$ cat src/rtl/sram_puf_reader.sv
// Streams a window of RAM words (power-up PUF contents) out on a valid/ready port, one word
// per READ/WAIT/OUT pass. Define SRAM_PUF_SCRUB_EN to overwrite each word once it is accepted.
module sram_puf_reader #(
  parameter int unsigned         ADDR_W      = 13,
  parameter int unsigned         DATA_W      = 16,
  parameter logic [DATA_W-1:0]   SCRUB_VALUE = 16'h0000
) (
  input  logic              clk,
  input  logic              rst,
  input  logic              start,
  input  logic [ADDR_W-1:0] start_addr,
  input  logic [ADDR_W-1:0] end_addr,
  output logic              busy,
  output logic              done,
  output logic [ADDR_W-1:0] ram_raddr,
  input  logic [DATA_W-1:0] ram_rdata,
  output logic              ram_we,
  output logic [ADDR_W-1:0] ram_waddr,
  output logic [DATA_W-1:0] ram_wdata,
  output logic [DATA_W-1:0] ram_wmask,
  output logic [DATA_W-1:0] m_data,
  output logic [ADDR_W-1:0] m_addr,
  output logic              m_valid,
  input  logic              m_ready
);

  typedef enum logic [2:0] {StIdle, StRead, StWait, StOut, StDone} state_e;

  localparam logic [ADDR_W-1:0] AddrOne = {{(ADDR_W-1){1'b0}}, 1'b1};

  state_e            state_q;
  logic [ADDR_W-1:0] addr_q;
  logic [ADDR_W-1:0] last_q;
  logic [DATA_W-1:0] m_data_q;
  logic [ADDR_W-1:0] m_addr_q;

  always_ff @(posedge clk or posedge rst) begin
    if (rst) begin
      state_q  <= StIdle;
      addr_q   <= '0;
      last_q   <= '0;
      m_data_q <= '0;
      m_addr_q <= '0;
    end else begin
      unique case (state_q)
        StIdle: begin
          if (start) begin
            addr_q  <= start_addr;
            last_q  <= end_addr;
            // An inverted window is an empty scan: report completion without touching the RAM.
            state_q <= (start_addr > end_addr) ? StDone : StRead;
          end
        end
        StRead: state_q <= StWait;
        StWait: begin
          m_data_q <= ram_rdata;
          m_addr_q <= addr_q;
          state_q  <= StOut;
        end
        StOut: begin
          if (m_ready) begin
            // Compare before incrementing so the top address never wraps back to zero.
            if (addr_q == last_q) begin
              state_q <= StDone;
            end else begin
              addr_q  <= addr_q + AddrOne;
              state_q <= StRead;
            end
          end
        end
        StDone:  state_q <= StIdle;
        default: state_q <= StIdle;
      endcase
    end
  end

  assign busy      = (state_q != StIdle);
  assign done      = (state_q == StDone);
  assign m_valid   = (state_q == StOut);
  assign m_data    = m_data_q;
  assign m_addr    = m_addr_q;
  assign ram_raddr = addr_q;
  assign ram_wdata = SCRUB_VALUE;
  assign ram_wmask = '0;

`ifdef SRAM_PUF_SCRUB_EN
  // Scrub the word in the same cycle it is handed downstream.
  assign ram_we    = (state_q == StOut) && m_ready;
  assign ram_waddr = m_addr_q;
`else
  assign ram_we    = 1'b0;
  assign ram_waddr = addr_q;
`endif

endmodule

$ cat config.mk
export PLATFORM = sky130hd
export DESIGN_NAME = sram_puf_reader
export DESIGN_NICKNAME = d
export VERILOG_FILES = /design/src/rtl/sram_puf_reader.sv
export SDC_FILE = /design/constraint.sdc
export NUM_CORES = 1
export LEC_CHECK = 0
export CAP_MARGIN = 15
export CORE_ASPECT_RATIO = 0.8
export CORE_MARGIN = 1.5
export CORE_UTILIZATION = 35
export DETAILED_ROUTE_END_ITERATION = 6
export DONT_BUFFER_PORTS = 1
export GPL_TIMING_DRIVEN = 0
export SETUP_SLACK_MARGIN = 0.2
export SLEW_MARGIN = 25
export SYNTH_ARGS = -nofsm -noshare
export SYNTH_HDL_FRONTEND = slang
export SYNTH_SLANG_ARGS = --single-unit
$ cat constraint.sdc
create_clock -name clk -period 3.6 [get_ports clk]
set_input_delay 0.18 -clock clk [delete_from_list [all_inputs] [get_ports clk]]
set_output_delay 0.18 -clock clk [all_outputs]
set_load 0.01 [all_outputs]
==> qor.csv, run 1 <==
stage;metric;value;unit
drt;vias_per_cell;4.832;
die;rows;32;
clock_network;cts_buffer_depth;2;
clock_network;cts_root_buf;clkbuf_16;
drt;route.detailed.drc;0;
drt;vias;2561;
worst_setup_path;endpoint_kind;flip-flop;
sta;min_period;2239;ps
sta;relSlewSlack;0.5845;
min_path;hold_depth;1;
global_route;grt_usage;0.1679;
placement;dp_slack;1419;ps
global_route;grt_overflow;0;
worst_setup_path;r2r-start;ram_raddr[1];
min_path;holdCritPathClass;in -> reg;
pwr;power_density;887.3;nW/um2
sta;fin_ws;1361;ps
clock_network;clk_pin_slew_worst_paths;60;ps
sta;rsz0062_at_grt;false;
logic_synthesis;syn_avg_cell_area;10.51;um2
global_route;grt_start_max_net_pins;51;
worst_setup_path;crit_fanout;8;
sta;final_hold_viol_count;0;
worst_setup_path;worstSetupPathType;reg -> reg;
finish;area_growth;21.34;%
drt;detail_route.wl_per_cell;16.30;um
logic_synthesis;yosys_warnings;0;
drt;wl;8638;um
drt;dr.first_iter.drc_count;125;
sta;fin_crit_sh;0.6218;
die;die_w;114.8;um
sta;tns;0;ps
die;design.core.area;9689;um2
die;die-area;10620;um2
worst_setup_path;arrival;2450;ps
global_route;antenna_found_initial;0;
min_path;min_from;end_addr[3];
logic_synthesis;syn-cell-area;3501;um2
worst_setup_path;regToRegEndpoint;ram_raddr[1];
min_path;whs_endpoint;last_q[3];
logic_synthesis;ys_seq_area_frac;0.4146;
logic_synthesis;yosysTopAreaCell;dfrtp_1;
sta;setup_viol;0;
clock_network;numCtsBuffers;9;
clock_network;htreeDepth;3;
clock_network;cts_tree;built;
sta;fmax;446.7;MHz
logic_synthesis;syn_inst;333;
logic_synthesis;yosysMostFrequentCell;dfrtp_1;
logic_synthesis;ys_ff_latch;58;
sta;maxSlewViolCount;0;
logic_synthesis;synthDistinctLibCells;45;
worst_setup_path;worstPathRequired;3810;ps
die;die_y;92.46;um
pwr;ir_worst_vdd;0.3662;mV
run;drv_cap;0;
finish;layout.nets;449;
placement;gp_congestion;0.8366;
pwr;leakagePower;1.997;nW
worst_setup_path;reg2regPathDepth;5;
drt;ant_nets;0;
sta;max_slew.worst_pin.slew;618.5;ps
logic_synthesis;synth_top_flop_cell;dfrtp_1;
run_status;status;completed;
finish;nFillCells;939;
logic_synthesis;synth_top_area_share;0.4146;
sta;fin_worst_skew;9.787;ps
global_route;grt_first_pass_wirelength;13450;um
die;io-pin-count;137;
die;start_util;0.3613;
drt;drt_first_pass_iters;4;
global_route;grt_pass1_vias;2538;
logic_synthesis;ys_async_sr_fraction;1.000;
placement;place_hpwl;6414;um
finish;layout-drive-gt1-share;0.3350;
worst_setup_path;reg2reg_slack;1360;ps
logic_synthesis;synth_common_cells;dfrtp_1 (58), buf_4 (47), mux2_2 (42), nand2_1 (28);
clock_network;cts_sinks;58;
clock_network;clock_latency;320;ps
logic_synthesis;synth_edf_count;0;
placement;io_buffers;0;
logic_synthesis;synth.area.top_cells;dfrtp_1 (41%), mux2_2 (14%), buf_4 (10%), ha_1 (5.0%), xor2_1 (3.3%);
worst_setup_path;critPathLaunchType;flip-flop;
finish;antenna_cells;0;
==> cell families after synthesis <==
family,synth area share
muxes,0.1394
xor gates and xnor gates,0.03252
adders and majority gates,0.05004
buffers and inverters,0.1458
AOI/OAI and AO/OA,0.09472
DFF,0.4146
other,0.001071
and+or+nand+nor,0.1219
==> critical path, stage by stage, from the launching register on <==
cell	delay, ps
dfrtp_1	490
xor2_1	220
nor4_1	490
nand4_2	290
a21o_1	310
mux2_4	320
==> layer usage <==
metal | routed length [um] | vias up | global-route usage
li1 | - | 1197 | -
met1 | 3864 | 1236 | 0.2273
met2 | 3872 | 120 | 0.2465
met3 | 812 | 8 | 0.06479
met4 | 88 | 0 | 0.05350
met5 | 0 | - | 0
==> through the flow <==
stage / cells / power, mW / hold WS, ps / instance area, um2 / util
after detailed placement: 502 / 2.906 / -41.21 / 3821 / 0.3944
after global placement: 501 / 2.863 / 332.4 / 3791 / 0.3913
final: 530 / 3.769 / 10.54 / 4248 / 0.4384
after floorplan: 365 / 2.549 / 331.7 / 3621 / -
after global routing: 530 / 4.037 / 0.9526 / 4248 / 0.4384
after CTS: 529 / 3.799 / 0.09939 / 4238 / 0.4374
==> repair_timing <==
item / CTS / global route
hold buffers: 11 / 1
hold endpoints to repair: 68 / 1
gates resized for setup: 0 / 0
setup buffers: 0 / 0
endpoints found under the setup margin: 0 / 0
==> where the power goes <==
part | leakage (nW) | switching (mW) | internal, mW
Combinational | 1.18 | 0.709 | 0.751
Clock | 0.145 | 0.293 | 0.572
Sequential | 0.674 | 0.462 | 0.982
==> placed cells by master, fill, tap and decap left out, types with 2 or more instances in the layout <==
master	netlist	layout
nand4_1	7	7
o22ai_1	5	5
inv_1	15	14
clkbuf_8	1	3
dfrtp_1	58	58
a311oi_1	3	3
clkbuf_16	0	9
mux2_2	42	42
nor2_1	15	15
o21ai_0	11	11
nor2b_1	3	3
and4_1	2	2
xor2_1	13	13
buf_4	47	47
nand3_1	10	10
dlygate4sd3_1	0	12
nand2_1	28	28
clkinvlp_4	0	2
buf_2	5	5
ha_1	14	14
conb_1	1	33
nor3_1	4	4
a22oi_2	8	8
buf_6	4	4
a21oi_1	9	9
and3_1	6	6
==> registers in the layout, summed over array words and instances, names as in the netlist <==
register,cells
last_q,13
m_addr,13
m_data,16
ram_raddr,13
state_q,3
==> layout make-up <==
type,count,area (um2),share of cell area
Multi-Input combinational cell,233,1659,0.3906
Sequential cell,58,1451,0.3417
Buffer,59,454.2,0.1069
Clock buffer,12,256.5,0.06038
Tap cell,136,170.2,0.04006
Timing Repair Buffer,13,147.6,0.03476
Inverter,15,58.81,0.01384
Clock inverter,4,50.05,0.01178
==> worst max-delay path by stage <==
stage	start	end	slack, ps	depth (start not counted)
floorplan	ram_raddr[8]	ram_raddr[1]	1780	6
global placement	rst	m_addr[1]	1230	1
detailed placement	ram_raddr[6]	ram_raddr[1]	1420	5
CTS	ram_raddr[1]	ram_raddr[1]	1400	5
global route	ram_raddr[1]	ram_raddr[12]	1250	6
finish	ram_raddr[1]	ram_raddr[1]	1360	5
Power figures use the tool's default switching activity.
==> inputs of run 2 (changes only) <==
--- a/config.mk
+++ b/config.mk
@@ -5,6 +5,7 @@
 export SDC_FILE = /design/constraint.sdc
 export NUM_CORES = 1
 export LEC_CHECK = 0
+export ABC_AREA = 1
 export CAP_MARGIN = 15
 export CORE_ASPECT_RATIO = 0.8
 export CORE_MARGIN = 1.5
==> constraint.sdc (replaced) <==
create_clock -name clk -period 2 [get_ports clk]
set_input_delay 0.1 -clock clk [delete_from_list [all_inputs] [get_ports clk]]
set_output_delay 0.1 -clock clk [all_outputs]
set_load 0.01 [all_outputs]
==> run 2 against run 1 <==
Effect of this change: die area increased by 1.6%; routed wire length is 9.7% higher; synthesized area up 1.6%; non-clock buffer count is 26 higher; largest cell class unchanged; synthesized cell count is 38% higher; critical path type unchanged; clock skew down 2.0 ps; critical endpoint is now m_data[2]; sequential cell count unchanged; global-route usage increased by 1.2 points; count of clock-buffer cells in the layout is 2 lower.
==> qor.csv, run 2 <==
stage;metric;value;unit;change
worst_setup_path;reg2regPathDepth;4;;was 5
sta;fin_worst_skew;7.827;ps;was 9.787 ps
drt;wl;9480;um;was 8638 um
drt;ant_nets;0;;unchanged
finish;final_cell_mix;nand2_1 (150), buf_4 (55), inv_1 (47);;was dfrtp_1 (58), buf_4 (47), mux2_2 (42)
logic_synthesis;synth.area.top_cells;dfrtp_1 (41%), nand2_1 (16%), buf_4 (9.7%), inv_1 (5.4%), mux2_2 (5.1%);;was dfrtp_1 (41%), mux2_2 (14%), buf_4 (10%), ha_1 (5.0%), xor2_1 (3.3%)
die;rows;32;;unchanged
run;drv_cap;0;;unchanged
finish;antenna_cells;0;;unchanged
sta;fin_crit_sh;0.8386;;was 0.6218
drt;dr_wl_met3;902;um;was 812 um
global_route;antenna_found_initial;0;;unchanged
sta;min_period;1677;ps;was 2239 ps
logic_synthesis;syn_inst;461;;was 333
placement;io_buffers;0;;unchanged
finish;layout-drive-gt1-share;0.2327;;was 0.3350
die;die_y;93.17;um;was 92.46 um
clock_network;cts_root_buf;clkbuf_16;;unchanged
logic_synthesis;yosysTopAreaCell;dfrtp_1;;unchanged
drt;drt_first_pass_iters;4;;unchanged
logic_synthesis;synth_top_flop_cell;dfrtp_1;;unchanged
die;design.core.area;9769;um2;was 9689 um2
sta;fin_ws;322.8;ps;was 1361 ps
logic_synthesis;synth_top_area_share;0.4080;;was 0.4146
min_path;whs_endpoint;ram_raddr[5];;was last_q[3]
logic_synthesis;synthDistinctLibCells;29;;was 45
min_path;holdCritPathClass;in -> reg;;unchanged
logic_synthesis;yosysMostFrequentCell;nand2_1;;was dfrtp_1
worst_setup_path;reg2reg_slack;320;ps;was 1360 ps
drt;vias_per_cell;4.487;;was 4.832
worst_setup_path;worstSetupPathType;reg -> reg;;unchanged
clock_network;clk_pin_slew_worst_paths;50;ps;was 60 ps
global_route;grt_start_max_net_pins;41;;was 51
worst_setup_path;worstPathRequired;2200;ps;was 3810 ps
logic_synthesis;synth_edf_count;0;;unchanged
drt;wl_met2;4074;um;was 3872 um
logic_synthesis;ys_ff_latch;58;;unchanged
worst_setup_path;cpPeakStageDelay;400;ps;was 490 ps
sta;relSlewSlack;0.5789;;was 0.5845
logic_synthesis;yosys_warnings;0;;unchanged
finish;area_growth;30.07;%;was 21.34%
worst_setup_path;cp_top_family;buffers and inverters;;was simple AND/OR/NAND/NOR gates
die;die_w;115.7;um;was 114.8 um
logic_synthesis;syn_avg_cell_area;7.716;um2;was 10.51 um2
global_route;grt_overflow;0;;unchanged
min_path;hold_depth;4;;was 1
logic_synthesis;ys_async_sr_fraction;1.000;;unchanged
run_status;status;completed;;unchanged
drt;vias;3078;;was 2561
sta;final_hold_viol_count;0;;unchanged
global_route;grt_first_pass_wirelength;14630;um;was 13450 um
worst_setup_path;endpoint_kind;flip-flop;;unchanged
drt;route.detailed.drc;0;;unchanged
drt;dr.first_iter.drc_count;162;;was 125
drt;top_layer;met4;;unchanged
clock_network;cts_sinks;58;;unchanged
pwr;power_density;1484;nW/um2;was 887.3 nW/um2
clock_network;cts_tree;built;;unchanged
drt;wl_met1;4422;um;was 3864 um
logic_synthesis;syn-cell-area;3557;um2;was 3501 um2
worst_setup_path;crit_fanout;10;;was 8
placement;dp_slack;-114.9;ps;was 1419 ps
sta;fmax;596.2;MHz;was 446.7 MHz
worst_setup_path;path_cells;inv_1 -> nand3_1 -> clkbuf_1 -> mux2_2;;was xor2_1 -> nor4_1 -> nand4_2 -> a21o_1 -> mux2_4
worst_setup_path;arrival;1880;ps;was 2450 ps
finish;finish.utilization;0.4736;;was 0.4384
worst_setup_path;cp_slowest_cell;clkbuf_1;;was dfrtp_1
global_route;grt_pass1_vias;2809;;was 2538
worst_setup_path;crit_buf_inv;2;;was 0
pwr;leakagePower;2.398;nW;was 1.997 nW
die;io-pin-count;137;;unchanged
sta;fin_hold_ws;12.44;ps;was 10.54 ps
sta;max_slew.worst_pin.slew;631.7;ps;was 618.5 ps
sta;maxSlewViolCount;0;;unchanged
die;die-area;10780;um2;was 10620 um2
clock_network;cts_buffer_depth;2;;unchanged
logic_synthesis;synth_common_cells;nand2_1 (150), dfrtp_1 (58), inv_1 (51), buf_4 (46), nand3_1 (35);;was dfrtp_1 (58), buf_4 (47), mux2_2 (42), nand2_1 (28)
sta;rsz0062_at_grt;true;;was false
clock_network;numCtsBuffers;9;;unchanged
min_path;min_from;start_addr[5];;was end_addr[3]
die;start_util;0.3641;;was 0.3613
sta;setup_viol;0;;unchanged
worst_setup_path;regToRegEndpoint;m_data[2];;was ram_raddr[1]
placement;gp_congestion;0.8908;;was 0.8366
worst_setup_path;critPathLaunchType;flip-flop;;unchanged
pwr;ir_worst_vdd;0.4861;mV;was 0.3662 mV
finish;layout.nets;605;;was 449
global_route;grt_usage;0.1804;;was 0.1679
pwr;finalPower;6.865;mW;was 3.769 mW
finish;nFillCells;981;;was 939
finish;largest_reg_flops;16;;unchanged
worst_setup_path;r2r-start;state_q[2];;was ram_raddr[1]
drt;detail_route.wl_per_cell;13.82;um;was 16.30 um
finish;layout_commonest_cell;nand2_1;;was dfrtp_1
clock_network;htreeDepth;3;;unchanged
placement;place_hpwl;7359;um;was 6414 um
logic_synthesis;ys_seq_area_frac;0.4080;;was 0.4146
clock_network;clock_latency;330;ps;was 320 ps
run 2: cell types whose count changed after synthesis, sizes merged, moves of 7 or more:
cell   change
nand2    +125
inv       +38
mux2      -27
nand3     +25
o21ai     +22
xor2      -12
a22oi      -9
and3       -7
run 2: worst max path at each step:
stage / cells past startpoint / startpoint / slack, ps / endpoint
final: 4 / state_q[2] / 320 / m_data[2]
after global routing: 10 / ram_raddr[6] / 180 / ram_raddr[4]
after CTS: 10 / ram_raddr[3] / 210 / ram_raddr[8]
after detailed placement: 9 / ram_raddr[0] / -110 / ram_raddr[9]
after global placement: 1 / rst / -170 / last_q[10]
after floorplan: 9 / ram_raddr[0] / 380 / ram_raddr[9]
run 2: metrics by stage:
step                std cells  cell area, um2  setup TNS, ps
floorplan                 493            3677              0
global placement          629            3847          -9667
detailed placement        630            3870         -240.5
CTS                       678            4507              0
global route              686            4627              0
finish                    686            4627              0
run 2: kinds of logic after synthesis:
| logic type | after synthesis | synth area share |
|---|---|---|
| buf+inv | 110 | 0.1678 |
| mux | 16 | 0.05065 |
| compound gates | 43 | 0.06437 |
| flops | 58 | 0.4080 |
| fa+ha+maj | 14 | 0.04924 |
| simple gates | 216 | 0.2515 |
| other cells | 1 | 0.001054 |
| xor+xnor | 3 | 0.007388 |
run 2: cell type report:
type / instances / area, um2 / area share
Clock buffer: 10 / 239.0 / 0.05165
Clock inverter: 6 / 41.29 / 0.008924
Tap cell: 136 / 170.2 / 0.03678
Sequential cell: 58 / 1468 / 0.3172
Buffer: 57 / 409.1 / 0.08843
Inverter: 53 / 203.9 / 0.04408
Timing Repair Buffer: 41 / 400.4 / 0.08653
Multi-Input combinational cell: 325 / 1695 / 0.3664
run 2: per-layer routing:
metal	global-route usage	vias to the layer above
met5	0	-
met1	0.2537	1398
met4	0.05386	0
met3	0.05250	9
met2	0.2678	120
li1	-	1551
run 2: repair_timing:
| action | CTS | global route |
|---|---|---|
| hold endpoints to repair | 88 | 2 |
| hold buffers | 31 | 1 |
| setup endpoints to repair | 14 | 22 |
| pin swaps | 1 | 4 |
| gates resized for setup | 18 | 22 |
| setup buffers | 1 | 7 |
run 2: power breakdown:
part | internal, mW | total (mW) | switching [mW]
logic | 1.20 | 2.86 | 1.66
clock network | 0.870 | 1.42 | 0.553
registers | 1.77 | 2.58 | 0.816
run 2: tightest hold or removal path, cell delays in order:
cell and delay (ps):
nand2_1 40, nand2_1 50, nand3_1 70, nand2_1 50
